--- config.mk ---
export PLATFORM = sky130hd
export DESIGN_NAME = sonar_varredura_ctrl_flat
export DESIGN_NICKNAME = d
export VERILOG_FILES = /design/src/rtl/sonar_varredura_ctrl_if.sv /design/src/rtl/sonar_varredura_ctrl.sv /design/src/flat_wrapper.sv
export SDC_FILE = /design/constraint.sdc
export NUM_CORES = 1
export LEC_CHECK = 0
export BUFFER_PORTS_ARGS = -buffer_cell sky130_fd_sc_hd__buf_2
export CORE_ASPECT_RATIO = 1.25
export CORE_MARGIN = 10
export CORE_UTILIZATION = 62
export CTS_BUF_LIST = sky130_fd_sc_hd__clkbuf_2 sky130_fd_sc_hd__clkbuf_4 sky130_fd_sc_hd__clkbuf_8
export DETAILED_ROUTE_END_ITERATION = 16
export HOLD_SLACK_MARGIN = 0.03
export PLACE_DENSITY = 0.91
export RECOVER_POWER = 50
export SLEW_MARGIN = 20
export SYNTH_ARGS = -nofsm -noshare
export SYNTH_HDL_FRONTEND = slang
export SYNTH_SLANG_ARGS = --single-unit
--- constraint.sdc ---
create_clock -name clock -period 2.33 [get_ports clock]
set_input_delay 0 -clock clock [delete_from_list [all_inputs] [get_ports clock]]
set_output_delay 0 -clock clock [all_outputs]
set_load 0.05 [all_outputs]
--- src/rtl/sonar_varredura_ctrl_if.sv ---
// Signal bundle between the sonar sweep sequencer and its environment
// (servo driver, HC-SR04 interface, serial transmitter).
interface sonar_varredura_ctrl_if #(
  parameter int unsigned N_POS = 8
);
  localparam int unsigned W_POS = $clog2(N_POS);

  logic             ligar;
  logic             modo;
  logic             medida_pronto;
  logic             tx_pronto;
  logic [W_POS-1:0] posicao;
  logic             sentido;
  logic             medir;
  logic             transmitir;
  logic             fim_posicao;
  logic             fim_varredura;
  logic             erro_timeout;
  logic             ocupado;
  logic [3:0]       db_estado;

  modport master (
    input  ligar, modo, medida_pronto, tx_pronto,
    output posicao, sentido, medir, transmitir, fim_posicao, fim_varredura,
           erro_timeout, ocupado, db_estado
  );

  modport slave (
    output ligar, modo, medida_pronto, tx_pronto,
    input  posicao, sentido, medir, transmitir, fim_posicao, fim_varredura,
           erro_timeout, ocupado, db_estado
  );
endinterface

--- src/rtl/sonar_varredura_ctrl.sv ---
// Sonar sweep sequencer: steps the servo over N_POS positions, settles, measures,
// transmits each result; ping-pong or single-sweep with a measurement timeout.
module sonar_varredura_ctrl #(
  parameter int unsigned N_POS      = 8,
  parameter int unsigned T_ASSENTAR = 50000000,
  parameter int unsigned T_TIMEOUT  = 1500000
) (
  input logic                    clock,
  input logic                    reset,
  sonar_varredura_ctrl_if.master bus
);
  localparam int unsigned W_POS = $clog2(N_POS);
  localparam int unsigned T_MAX = (T_ASSENTAR > T_TIMEOUT) ? T_ASSENTAR : T_TIMEOUT;
  localparam int unsigned W_CNT = $clog2(T_MAX);

  localparam logic [W_POS-1:0] POS_ULT      = W_POS'(N_POS - 1);
  localparam logic [W_CNT-1:0] CNT_ASSENTAR = W_CNT'(T_ASSENTAR - 1);
  localparam logic [W_CNT-1:0] CNT_TIMEOUT  = W_CNT'(T_TIMEOUT - 1);

  typedef enum logic [3:0] {
    StInicial      = 4'h0,
    StPrepara      = 4'h1,
    StPosiciona    = 4'h2,
    StDispara      = 4'h3,
    StEsperaMedida = 4'h4,
    StTransmite    = 4'h5,
    StEsperaTx     = 4'h6,
    StProxima      = 4'h7,
    StFim          = 4'hF
  } estado_t;

  estado_t          estado_q;
  logic [W_CNT-1:0] cnt_q;
  logic [W_POS-1:0] posicao_q;
  logic             sentido_q;
  logic             medir_q;
  logic             transmitir_q;
  logic             fim_posicao_q;
  logic             fim_varredura_q;
  logic             erro_timeout_q;
  logic             extremo;

  // Current position is the last one in the present direction of travel.
  assign extremo = sentido_q ? (posicao_q == POS_ULT) : (posicao_q == '0);

  always_ff @(posedge clock or posedge reset) begin
    if (reset) begin
      estado_q        <= StInicial;
      cnt_q           <= '0;
      posicao_q       <= '0;
      sentido_q       <= 1'b1;
      medir_q         <= 1'b0;
      transmitir_q    <= 1'b0;
      fim_posicao_q   <= 1'b0;
      fim_varredura_q <= 1'b0;
      erro_timeout_q  <= 1'b0;
    end else begin
      medir_q         <= 1'b0;
      transmitir_q    <= 1'b0;
      fim_posicao_q   <= 1'b0;
      fim_varredura_q <= 1'b0;
      if (!bus.ligar && (estado_q != StInicial)) begin
        estado_q <= StInicial;
      end else begin
        case (estado_q)
          StInicial: if (bus.ligar) estado_q <= StPrepara;
          StPrepara: begin
            posicao_q <= '0;
            sentido_q <= 1'b1;
            cnt_q     <= '0;
            estado_q  <= StPosiciona;
          end
          StPosiciona: begin
            if (cnt_q == CNT_ASSENTAR) begin
              cnt_q    <= '0;
              medir_q  <= 1'b1;
              estado_q <= StDispara;
            end else begin
              cnt_q <= cnt_q + W_CNT'(1);
            end
          end
          StDispara: begin
            erro_timeout_q <= 1'b0;
            cnt_q          <= '0;
            estado_q       <= StEsperaMedida;
          end
          StEsperaMedida: begin
            if (bus.medida_pronto) begin
              transmitir_q <= 1'b1;
              estado_q     <= StTransmite;
            end else if (cnt_q == CNT_TIMEOUT) begin
              erro_timeout_q  <= 1'b1;
              fim_posicao_q   <= 1'b1;
              fim_varredura_q <= extremo;
              estado_q        <= StProxima;
            end else begin
              cnt_q <= cnt_q + W_CNT'(1);
            end
          end
          StTransmite: estado_q <= StEsperaTx;
          StEsperaTx: begin
            if (bus.tx_pronto) begin
              fim_posicao_q   <= 1'b1;
              fim_varredura_q <= extremo;
              estado_q        <= StProxima;
            end
          end
          StProxima: begin
            cnt_q    <= '0;
            estado_q <= StPosiciona;
            if (sentido_q) begin
              if (posicao_q != POS_ULT) begin
                posicao_q <= posicao_q + W_POS'(1);
              end else if (bus.modo) begin
                estado_q <= StFim;
              end else begin
                sentido_q <= 1'b0;
                posicao_q <= POS_ULT - W_POS'(1);
              end
            end else if (posicao_q == '0) begin
              // Turnaround at the low end applies in both modes.
              sentido_q <= 1'b1;
              posicao_q <= W_POS'(1);
            end else begin
              posicao_q <= posicao_q - W_POS'(1);
            end
          end
          StFim: estado_q <= StFim;
          default: estado_q <= StInicial;
        endcase
      end
    end
  end

  assign bus.posicao       = posicao_q;
  assign bus.sentido       = sentido_q;
  assign bus.medir         = medir_q;
  assign bus.transmitir    = transmitir_q;
  assign bus.fim_posicao   = fim_posicao_q;
  assign bus.fim_varredura = fim_varredura_q;
  assign bus.erro_timeout  = erro_timeout_q;
  assign bus.ocupado       = (estado_q != StInicial) && (estado_q != StFim);
  assign bus.db_estado     = estado_q;

endmodule

--- src/flat_wrapper.sv ---
// flat-port wrapper written by rule: the top's interface ports become plain ports
module sonar_varredura_ctrl_flat 
#(
  parameter int unsigned N_POS      = 8,
  parameter int unsigned T_ASSENTAR = 50000000,
  parameter int unsigned T_TIMEOUT  = 1500000
)
  (clock, reset, bus_ligar, bus_modo, bus_medida_pronto, bus_tx_pronto, bus_posicao, bus_sentido, bus_medir, bus_transmitir, bus_fim_posicao, bus_fim_varredura, bus_erro_timeout, bus_ocupado, bus_db_estado);
  sonar_varredura_ctrl_if #(.N_POS(N_POS)) bus_i ();
  input logic clock;
  input logic reset;
  input wire logic [$bits(bus_i.ligar)-1:0] bus_ligar;
  input wire logic [$bits(bus_i.modo)-1:0] bus_modo;
  input wire logic [$bits(bus_i.medida_pronto)-1:0] bus_medida_pronto;
  input wire logic [$bits(bus_i.tx_pronto)-1:0] bus_tx_pronto;
  output wire logic [$bits(bus_i.posicao)-1:0] bus_posicao;
  output wire logic [$bits(bus_i.sentido)-1:0] bus_sentido;
  output wire logic [$bits(bus_i.medir)-1:0] bus_medir;
  output wire logic [$bits(bus_i.transmitir)-1:0] bus_transmitir;
  output wire logic [$bits(bus_i.fim_posicao)-1:0] bus_fim_posicao;
  output wire logic [$bits(bus_i.fim_varredura)-1:0] bus_fim_varredura;
  output wire logic [$bits(bus_i.erro_timeout)-1:0] bus_erro_timeout;
  output wire logic [$bits(bus_i.ocupado)-1:0] bus_ocupado;
  output wire logic [$bits(bus_i.db_estado)-1:0] bus_db_estado;
  assign bus_i.ligar = bus_ligar;
  assign bus_i.modo = bus_modo;
  assign bus_i.medida_pronto = bus_medida_pronto;
  assign bus_i.tx_pronto = bus_tx_pronto;
  assign bus_posicao = bus_i.posicao;
  assign bus_sentido = bus_i.sentido;
  assign bus_medir = bus_i.medir;
  assign bus_transmitir = bus_i.transmitir;
  assign bus_fim_posicao = bus_i.fim_posicao;
  assign bus_fim_varredura = bus_i.fim_varredura;
  assign bus_erro_timeout = bus_i.erro_timeout;
  assign bus_ocupado = bus_i.ocupado;
  assign bus_db_estado = bus_i.db_estado;
  sonar_varredura_ctrl #(.N_POS(N_POS), .T_ASSENTAR(T_ASSENTAR), .T_TIMEOUT(T_TIMEOUT)) u_core (.clock(clock), .reset(reset), .bus(bus_i));
endmodule
# Yosys cells after proc, flatten, opt, wreduce, memory -nomap -nowiden
# Cells that the tools add are included.
# Widths: inputs -> output; s select.
# totals
out_inout_bits,14
ff_bits,39
wordCells,93
input_bits,6
# op_classes
eq_ne,21
muxes,44
add_sub_neg,3
bitwise,1
reduce_logical,15
# ops
cell,n
$mux 26,3
$pmux 26 s3,1
$mux 4,9
$pmux 4 s9,1
$add 26x1->26 const B,1
$eq 26x21->1 const B,1
$eq 26x26->1 const B,1
$mux 1,21
$eq 4x3->1 const B,4
$mux 3,4
$reduce_and 4->1,3
$eq 4x2->1 const B,2
$ne 4x4->1 const B,2
$pmux 1 s2,4
$ne 3x2->1 const B,2
$pmux 3 s2,1
$eq 4x1->1 const B,1
$eq 4x4->1 const B,1
$logic_not 4->1,1
$ne 2x2->1 const B,2
$ne 4x2->1 const B,1
$reduce_bool 2->1,2
$reduce_bool 4->1,1
$add 3x1->3 const B,1
other kinds (13),14

# Depth between registers and ports, before layout
# Gate-level depths: netlist (run 1).
# logic_depth
depth_word,6
mapped_depth,8
depth_no_buf,6

# Least setup slack after synthesis (run 1)
# OpenSTA, ideal clock, no wires.
# synth_path
path_kind,register to register
from,register u_core.estado_q[1] (netlist: u_core.bus.db_estado[1])
to,register u_core.cnt_q[18]
period_less_slack_ps,2405
slack_ps,-75
path_buffers,2
arrival_time_ps,2328
stages_incl_launch_ff,8
required_time_ps,2252
setup_ps,78
cell_sequence,dfrtp_1 -> buf_4 -> and2b_1 -> a221oi_2 -> or4_1 -> clkbuf_1 -> or4_1 -> a21oi_1
# synth_via
elab_chain_len,4
word_cells_on_any_way,14
classes_between,eq/ne (7); mux (1); bitwise (1); reduce/logical (5)
# synth_rtl
element,line_no,rtl
"start, declared",sonar_varredura_ctrl.sv:32,estado_t estado_q;
"start signal, assigned",sonar_varredura_ctrl.sv:48,estado_q <= StInicial;
"start signal, assigned",sonar_varredura_ctrl.sv:63,estado_q <= StInicial;
"start signal, assigned",sonar_varredura_ctrl.sv:66,StInicial: if (bus.ligar) estado_q <= StPrepara;
"$eq 4x1->1, or another cell as far along",sonar_varredura_ctrl.sv:65,case (estado_q)
$reduce_or 3->1 (no line) or $logic_and 1x1->1 (tied branches),n/a,
$reduce_bool 3->1 (no line) or $not 1->1 (tied branches),n/a,
$reduce_and 4->1 (no line),n/a,
"end signal, assigned",sonar_varredura_ctrl.sv:79,cnt_q <= cnt_q + W_CNT'(1);
"end signal, assigned",sonar_varredura_ctrl.sv:97,cnt_q <= cnt_q + W_CNT'(1);
"end, declared",sonar_varredura_ctrl.sv:33,logic [W_CNT-1:0] cnt_q;
# Parallel ways exist; a longest one is shown, timed or not.
# A chain may end at the register's enable or synchronous reset.

# Final worst setup path (run 1)
# Same ends and word-level chain as after synthesis.

==> results of run 1 <==
## area by class of cell
class	instances	share of cell area (%)
tap	54	2.396
sequential	39	34.74
inverter	9	1.198
multi-input combinational	218	49.33
timing repair buffer	40	8.962
clock inverter	1	0.1775
clock buffer	7	3.194
## final timing paths
kind,depth (start not counted),end,slack [ns]
worst min register to register,2,u_core.bus.posicao[1],0.57
worst min-delay path,4,u_core.bus.sentido,0.14
worst max register to register,5,u_core.cnt_q[18],0.12
min in group asynchronous,3,u_core.bus.medir,0.36
worst max-delay path,5,u_core.cnt_q[18],0.12
max in group asynchronous,4,u_core.bus.db_estado[2],0.81
## synth_stat cells (all sizes together), types with 4 or more instances
library cell,n
dfrtp,38
o31ai,20
nand3,19
nor2,14
a21oi,30
ha,4
clkbuf,8
inv,9
nand2,24
nand4,5
nor4,4
o21ai,18
nor2b,4
and3,4
nor3,6
or3,8
nand2b,5
or4,19
buf,8
## routing by layer
metal / vias to the layer above / wire length (µm) / track usage (%)
li1: 1131 / - / -
met1: 1188 / 2518 / 19.99
met2: 125 / 3367 / 32.25
met3: 24 / 380 / 3.785
met4: 0 / 193 / 8.385
met5: - / 0 / 0
## power groups by stage
stage	clock [µW]	sequential (µW)	combinational [µW]
after floorplan	0	782	189
final	495	763	285
after CTS	497	760	284
after global routing	534	767	316
after global placement	0	770	274
after detailed placement	0	774	280
## cells by family (layout without fill, tap and decap cells)
logic type | count (synthesis) | after routing | share of synthesized area (%)
AOI/OAI and AO/OA | 82 | 82 | 20.65
muxes | 1 | 1 | 0.4020
xor gates and xnor gates | 1 | 1 | 0.3518
DFF | 39 | 39 | 39.25
and+or+nand+nor | 130 | 130 | 31.86
adders and majority gates | 4 | 4 | 2.010
buffers and inverters | 25 | 57 | 5.477
## state kept, by name, indices dropped and copies added (netlist names)
signal,count
u_core.bus.transmitir,1
u_core.bus.fim_varredura,1
u_core.bus.medir,1
u_core.cnt_q,26
u_core.bus.sentido,1
u_core.bus.posicao,3
u_core.bus.fim_posicao,1
u_core.bus.db_estado,4
u_core.bus.erro_timeout,1
## stage by stage
step,cells,hold slack [ns]
final,368,0.1361
after global routing,368,0.1798
after CTS,365,0.1383
after detailed placement,354,0.1341
after global placement,354,0.1159
after floorplan,282,0.1079
## repair_timing
| item | in CTS | in global routing |
|---|---|---|
| hold buffers | 3 | 0 |
| endpoints found under the setup margin | 0 | 5 |
| setup buffers | 0 | 3 |
| hold endpoints to repair | 20 | 0 |
| resized for setup | 0 | 2 |
## tightest hold or removal path: cells and delay by family
| family | cells | cell delay (ns) |
|---|---|---|
| AOI/OAI and AO/OA | 1 | 0.08 |
| buffers and inverters | 1 | 0.09 |
| and+or+nand+nor | 2 | 0.22 |
==> qor.csv, run 1 <==
stage,metric,value,unit
setup_path,cp-end-kind,register,
global_route,grt_pass1_vias,2351,
flow_run,drv_cap,0,
cts,h-tree-depth,2,
timing,maxSlewHeadroom,48.63,%
pwr,pwr-share-seq,49.4,%
layout,diodes,0,
timing,fin_crit,2.209,ns
timing,fmax,0.4527,GHz
pwr,power,1543,µW
setup_path,crit_required,2.56,ns
setup_path,critPathArrivalTime,2.44,ns
global_route,grt_pass1_wl,10740,µm
cts,cts_num_sinks,39,
worst_hold_path,hold_path.startpoint,bus_modo,
drt,vias_per_cell,6.707,
floorplanning,rows,25,
pwr,internal-power,1060,µW
setup_path,crit_path_max_incr_delay,0.65,ns
cts,clkTransAtPathRegs,0.08,ns
layout,fin_util,73.90,%
pwr,power_density,547.2,nW/µm²
logic_synthesis,async_reset_ff_share,100.0,%
setup_path,cp-start-kind,register,
cts,clkLatencyLatePin,0.30,ns
setup_path,crit_chain,nand2b_1 -> a221oi_2 -> or4_1 -> or4_1 -> a21oi_1,
logic_synthesis,synth-edff-count,0,
pwr,p_sw_share,31.33,%
floorplanning,die-area,6966,µm²
pwr,p_clk_share,32.1,%
drt,routed_wl,6460,µm
layout,syn2layout_area_growth,13.27,%
logic_synthesis,syn_nets,292,
cts,cts_root_buffer,clkbuf_8,
logic_synthesis,yosysTopAreaCell,dfrtp_1,
logic_synthesis,yosysWarnings,0,
layout,seq_area,979.7,µm²
logic_synthesis,synth_seq_cells,39,
timing,tns,0,ns
pwr,ir_drop,396.2,µV
setup_path,worst-setup-path-type,reg2reg,
floorplanning,start_util,65.25,%
logic_synthesis,synth_top_area_share,38.19,%
setup_path,crit_slowest_cell,or4_1,
floorplanning,die_x,76.68,µm
placed_design,dp_worst_setup_slack,0.1280,ns
timing,slew_violations,0,
layout,fillers,297,
placed_design,numPortBuffers,19,
setup_path,rr_startpoint,u_core.bus.db_estado[1],
logic_synthesis,syn_area,2490,µm²
placed_design,place_congestion,0.9039,
layout,drive_above_1_share,15.61,%
setup_path,cp_top_family,simple AND/OR/NAND/NOR gates,
drt,drt_iter0_drc,326,
worst_hold_path,min_path_type,in2reg,
setup_path,critPathLaunch,u_core.bus.db_estado[1],
setup_path,cp_max_fo,12,
global_route,overflow,0,
drt,routedWlPerCell,17.55,µm
timing,tightest_slew,0.7705,ns
drt,vias,2468,
layout,fin_area,2820,µm²
floorplanning,core,3816,µm²
logic_synthesis,synth_flop_cell,dfrtp_1,
layout,most-common-layout-cells,"dfrtp_1, a21oi_1, nand2_1",
layout,fin_nets,323,
global_route,grt.total_usage,18.17,%
pwr,p_sw,483.5,µW
cts,cts_made_buffers,5,
floorplanning,io_pins,20,
logic_synthesis,syn_inst,282,
timing,period_share,94.80,%
drt,drt_first_pass_iters,5,
logic_synthesis,ys_types,56,
drt,final_antenna_net_count,0,
global_route,grt_max_degree,25,
global_route,antenna_found_initial,0,
setup_path,path_buf_inv,0,
run_status,status,finished clean,
timing,finClkSkew,0.006587,ns
placed_design,placed_cell_area,2678,µm²
floorplanning,die_h,90.85,µm
cts,cts_tree,built,
setup_path,cpMostUsedCell,or4_1,
logic_synthesis,synth_area_leaders,"dfrtp_1, o31ai_1, a21oi_1",
layout,final_common_cell,dfrtp_1,
cts,clk_path_buf_depth,2,
placed_design,dp_hpwl,4454,µm
pwr,p_comb_share,18.5,%
drt,drc,0,
timing,setup_viol,0,
logic_synthesis,ys_seq_area_share,39.25,%
layout,multi_input_area,1391,µm²
logic_synthesis,avgSynthCellArea,8.829,µm²
timing,final.setup.worst_slack,0.1213,ns
pwr,power_leakage,0.001117,µW
timing,final-hold-violation-count,0,
timing,rsz0062_at_grt,false,
Power figures use the tool's default switching activity.
==> inputs of run 2 (changes only) <==
MAX_ROUTING_LAYER = met4   (was unset)
PLACE_DENSITY = 0.82   (was 0.91)
==> run 2 against run 1 <==
  * Largest cell class unchanged
  * Core utilization barely moved
  * Highest routed layer unchanged
  * Routed wire length fell by 9.5%
  * Die area did not move
  * Critical path type unchanged
==> qor.csv, run 2 (synthesis results as in run 1) <==
stage,metric,value,unit
run_status,status,finished clean,
placed_design,place_congestion,0.9384,
floorplanning,core,3816,µm²
global_route,grt_max_degree,40,
drt,drt_first_pass_iters,5,
global_route,antenna_found_initial,0,
timing,hold_ws,0.1175,ns
cts,cts_root_buffer,clkbuf_8,
timing,fmax,0.4559,GHz
pwr,pwr-share-seq,48.7,%
cts,cts_num_sinks,39,
setup_path,crit_required,2.52,ns
pwr,p_sw_share,30.09,%
timing,final.setup.worst_slack,0.1364,ns
cts,clk_path_buf_depth,2,
drt,final_antenna_net_count,0,
setup_path,cp-start-kind,register,
cts,cts_made_buffers,5,
layout,largest_register_ffs,26,
timing,period_share,94.15,%
pwr,p_clk_share,33.5,%
floorplanning,die_h,90.85,µm
global_route,grt_use_met2,27.89,%
drt,routedWlPerCell,15.93,µm
worst_hold_path,min_path_type,in2reg,
timing,finClkSkew,0.005460,ns
timing,maxSlewHeadroom,35.34,%
layout,syn2layout_area_growth,13.32,%
layout,diodes,0,
pwr,internal-power,1090,µW
placed_design,dp_worst_setup_slack,0.03673,ns
setup_path,cp_max_fo,5,
timing,tightest_slew,0.9700,ns
drt,routed_wl,5845,µm
pwr,power_density,552.7,nW/µm²
timing,setup_viol,0,
layout,seq_area,979.7,µm²
setup_path,worst-setup-path-type,reg2reg,
pwr,ir_drop,357.6,µV
setup_path,critPathArrivalTime,2.39,ns
global_route,global_route.usage.met1,19.50,%
floorplanning,die_x,76.68,µm
placed_design,numPortBuffers,19,
floorplanning,rows,25,
floorplanning,die-area,6966,µm²
global_route,overflow,0,
placed_design,dp_hpwl,4089,µm
flow_run,drv_cap,0,
layout,fin_nets,322,
cts,clkTransAtPathRegs,0.08,ns
layout,multi_input_area,1383,µm²
cts,h-tree-depth,2,
drt,drc,0,
global_route,grt-busiest-layer,met2,
layout,final_common_cell,dfrtp_1,
pwr,power_leakage,0.001118,µW
global_route,grt.met3_usage,2.191,%
cts,cts_tree,built,
drt,vias_per_cell,6.398,
timing,final-hold-violation-count,0,
timing,fin_crit,2.194,ns
layout,most-common-layout-cells,"dfrtp_1, a21oi_1, nand2_1",
layout,fillers,316,
global_route,grt.total_usage,16.79,%
drt,drt_iter0_drc,163,
floorplanning,io_pins,20,
floorplanning,start_util,65.25,%
setup_path,cp-end-kind,register,
timing,rsz0062_at_grt,false,
cts,clkLatencyLatePin,0.29,ns
layout,fin_util,73.93,%
global_route,grt_pass1_wl,9735,µm
pwr,p_sw,469.2,µW
layout,drive_above_1_share,16.93,%
timing,tns,0,ns
drt,vias,2348,
pwr,p_comb_share,17.7,%
timing,slew_violations,0,
global_route,grt_pass1_vias,2190,
layout,top_register,u_core.cnt_q,
pwr,power,1559,µW
[run 2: area by class of cell]
class	instances	area share (%)
repair buffers	39	9.002
inverters	9	1.197
multi-input cells	218	49.00
well taps	54	2.395
flip-flops and latches	39	34.72
clock buffers	8	3.681
[run 2: metrics by stage]
| step | cells | cell area [µm²] |
|---|---|---|
| global placement | 355 | 2685 |
| finish | 367 | 2821 |
| floorplan | 282 | 2492 |
| global route | 367 | 2821 |
| CTS | 366 | 2819 |
| detailed placement | 355 | 2685 |
[run 2: power by group through the flow]
stage,Combinational [µW],Sequential [µW],Clock [µW]
finish,277,760,523
global route,312,766,556
CTS,279,759,527
detailed placement,273,772,0
global placement,270,771,0
floorplan,189,782,0
[run 2: worst max-delay path, cell delays in order (launching register included)]
cell,delay (ns)
dfrtp_1,0.40
or4bb_1,0.57
nor4_4,0.22
buf_4,0.18
nand3_1,0.10
o31a_1,0.32
nor4_2,0.30
[run 2: path summary, 6_finish.rpt]
path | from | end | slack, ns | cells after the start
setup / recovery | u_core.cnt_q[24] | u_core.bus.fim_varredura | 0.14 | 6
hold / removal | bus_modo | u_core.bus.sentido | 0.12 | 4
setup reg to reg | u_core.cnt_q[24] | u_core.bus.fim_varredura | 0.14 | 6
hold reg to reg | u_core.bus.posicao[0] | u_core.bus.posicao[0] | 0.57 | 2
max in group asynchronous | reset | u_core.bus.db_estado[2] | 1.11 | 4
min in group asynchronous | reset | u_core.bus.db_estado[0] | 0.56 | 4
[run 2: metal layers]
metal	routed length [µm]	vias to the layer above	share of wire, %
met1	2553	1146	44
met4	87	0	1.5
met5	0	-	0
li1	-	1133	-
met2	3045	58	52
met3	159	11	2.7
[run 2: timing repair]
item,in CTS,in global routing
hold endpoints to repair,42,0
gates resized for setup,0,1
setup endpoints to repair,0,1
buffers inserted,0,1
hold buffers,3,0
==> inputs of run 3 (changes only) <==
RECOVER_POWER = unset   (was 50)
==> run 3 against run 2 <==
  * Register-to-register slack is essentially flat
  * Critical endpoint unchanged
  * Clock-buffer cell count stayed put
  * Flip-flop and latch count is the same
  * First-iteration DRC count decreased by 2.5%
  * Worst hold slack gained 0.0062 ns
==> qor.csv, run 3 (synthesis results as in run 1) <==
stage,metric,value,unit
run_status,status,finished clean,
layout,drive_above_1_share,19.17,%
drt,vias_per_cell,6.270,
timing,tns,0,ns
flow_run,drv_cap,0,
layout,largest_register_ffs,26,
setup_path,crit_required,2.52,ns
layout,fillers,310,
layout,diodes,0,
cts,cts_tree,built,
cts,h-tree-depth,2,
floorplanning,core,3816,µm²
global_route,grt_pass1_vias,2190,
setup_path,cp_max_fo,5,
cts,clkLatencyLatePin,0.30,ns
timing,fmax,0.4577,GHz
setup_path,path_buf_inv,1,
drt,drt_first_pass_iters,4,
pwr,power_leakage,0.001149,µW
timing,maxSlewHeadroom,56.55,%
floorplanning,die_h,90.85,µm
setup_path,reg2regPathDepth,6,
timing,tightest_slew,0.6427,ns
drt,final_antenna_net_count,0,
cts,cts_root_buffer,clkbuf_8,
setup_path,cp-end-kind,register,
placed_design,place_congestion,0.9384,
setup_path,cp_top_family,simple AND/OR/NAND/NOR gates,
drt,vias,2301,
setup_path,crit_cells,6,
pwr,power_density,550.6,nW/µm²
layout,syn2layout_area_growth,13.77,%
setup_path,critPathArrivalTime,2.38,ns
timing,slew_violations,0,
timing,final-hold-violation-count,0,
layout,final_cells,367,
timing,rsz0062_at_grt,false,
floorplanning,io_pins,20,
layout,seq_area,979.7,µm²
floorplanning,die_x,76.68,µm
pwr,ir_drop,356.6,µV
setup_path,r2r_setup_slack,0.15,ns
floorplanning,die-area,6966,µm²
setup_path,r2r_end,u_core.bus.fim_varredura,
cts,clk_path_buf_depth,2,
cts,cts_num_sinks,39,
layout,top_register,u_core.cnt_q,
placed_design,numPortBuffers,19,
setup_path,rr_startpoint,u_core.cnt_q[24],
layout,multi_input_area,1383,µm²
setup_path,cp-start-kind,register,
global_route,overflow,0,
drt,drc,0,
layout,final_common_cell,dfrtp_1,
drt,routed_wl,5822,µm
cts,cts_made_buffers,5,
cts,clkTransAtPathRegs,0.08,ns
setup_path,setup.worst_path.end,u_core.bus.fim_varredura,
pwr,power,1560,µW
global_route,antenna_found_initial,0,
setup_path,crit_chain,or4bb_1 -> nor4_4 -> buf_4 -> nand3_1 -> o31a_1 -> nor4_2,
global_route,grt_pass1_wl,9735,µm
placed_design,dp_hpwl,4089,µm
drt,drt_iter0_drc,159,
floorplanning,rows,25,
global_route,grt_max_degree,40,
layout,most-common-layout-cells,"dfrtp_1, a21oi_1, nand2_1",
setup_path,crit_path_max_incr_delay,0.57,ns
setup_path,crit_slowest_cell,or4bb_1,
timing,finClkSkew,0.006251,ns
timing,hold_ws,0.1237,ns
timing,period_share,93.78,%
layout,fin_nets,322,
floorplanning,start_util,65.25,%
placed_design,dpl.cell_count,355,
setup_path,worst-setup-path-type,reg2reg,
drt,routedWlPerCell,15.86,µm
setup_path,critPathLaunch,u_core.cnt_q[24],
worst_hold_path,min_path_type,in2reg,
global_route,grt.total_usage,16.79,%
timing,fin_crit,2.185,ns
timing,setup_viol,0,
## run 3: layout make-up
type                       count  share of cell area, %
sequential                    39                  34.58
tap                           54                  2.385
multi-input combinational    218                  48.81
inverter                       9                  1.193
clock buffer                   8                  3.666
timing repair buffer          39                  9.364
## run 3: report_power, final
part	switching, µW	internal [µW]	total [µW]	leakage, µW
registers	47.7	713	760	0.000528
clock network	242	282	524	0.0000549
logic	180	96.0	276	0.000566
total	469	1090	1560	0.00115
## run 3: through the flow
step	util [%]	setup slack (ns)	instance area [µm²]
global placement	70.36	0.07249	2685
finish	74.23	0.1450	2833
global route	74.23	0.02653	2833
floorplan	-	0.05341	2492
CTS	73.87	0.02169	2819
detailed placement	70.36	0.03673	2685
## run 3: layer usage
layer	vias to the layer above	track usage, %	wire, µm
li1	1131	-	-
met1	1121	19.50	2536
met2	40	27.89	3058
met3	9	2.191	131
met4	0	7.919	95
met5	-	-	0
## run 3: worst min path at each step
stage                      start                      end  cells after the start
2_1_floorplan  bus_medida_pronto    u_core.bus.transmitir                      2
3_3_place_gp               reset  u_core.bus.db_estado[0]                      3
3_5_place_dp               reset  u_core.bus.db_estado[0]                      3
4_1_cts                 bus_modo       u_core.bus.sentido                      4
5_1_grt                 bus_modo       u_core.bus.sentido                      4
6_report                bus_modo       u_core.bus.sentido                      4
## run 3: repair_timing
action | CTS | global route
buffers inserted | 0 | 1
hold buffers | 3 | 0
endpoints found under the hold margin | 42 | 0
endpoints found under the setup margin | 0 | 1
gates resized for setup | 0 | 1
## run 3: worst min-delay path: stages
cell and delay (ns):
buf_2 0.09, o21ai_0 0.07, nor4bb_1 0.12, nor2_1 0.10
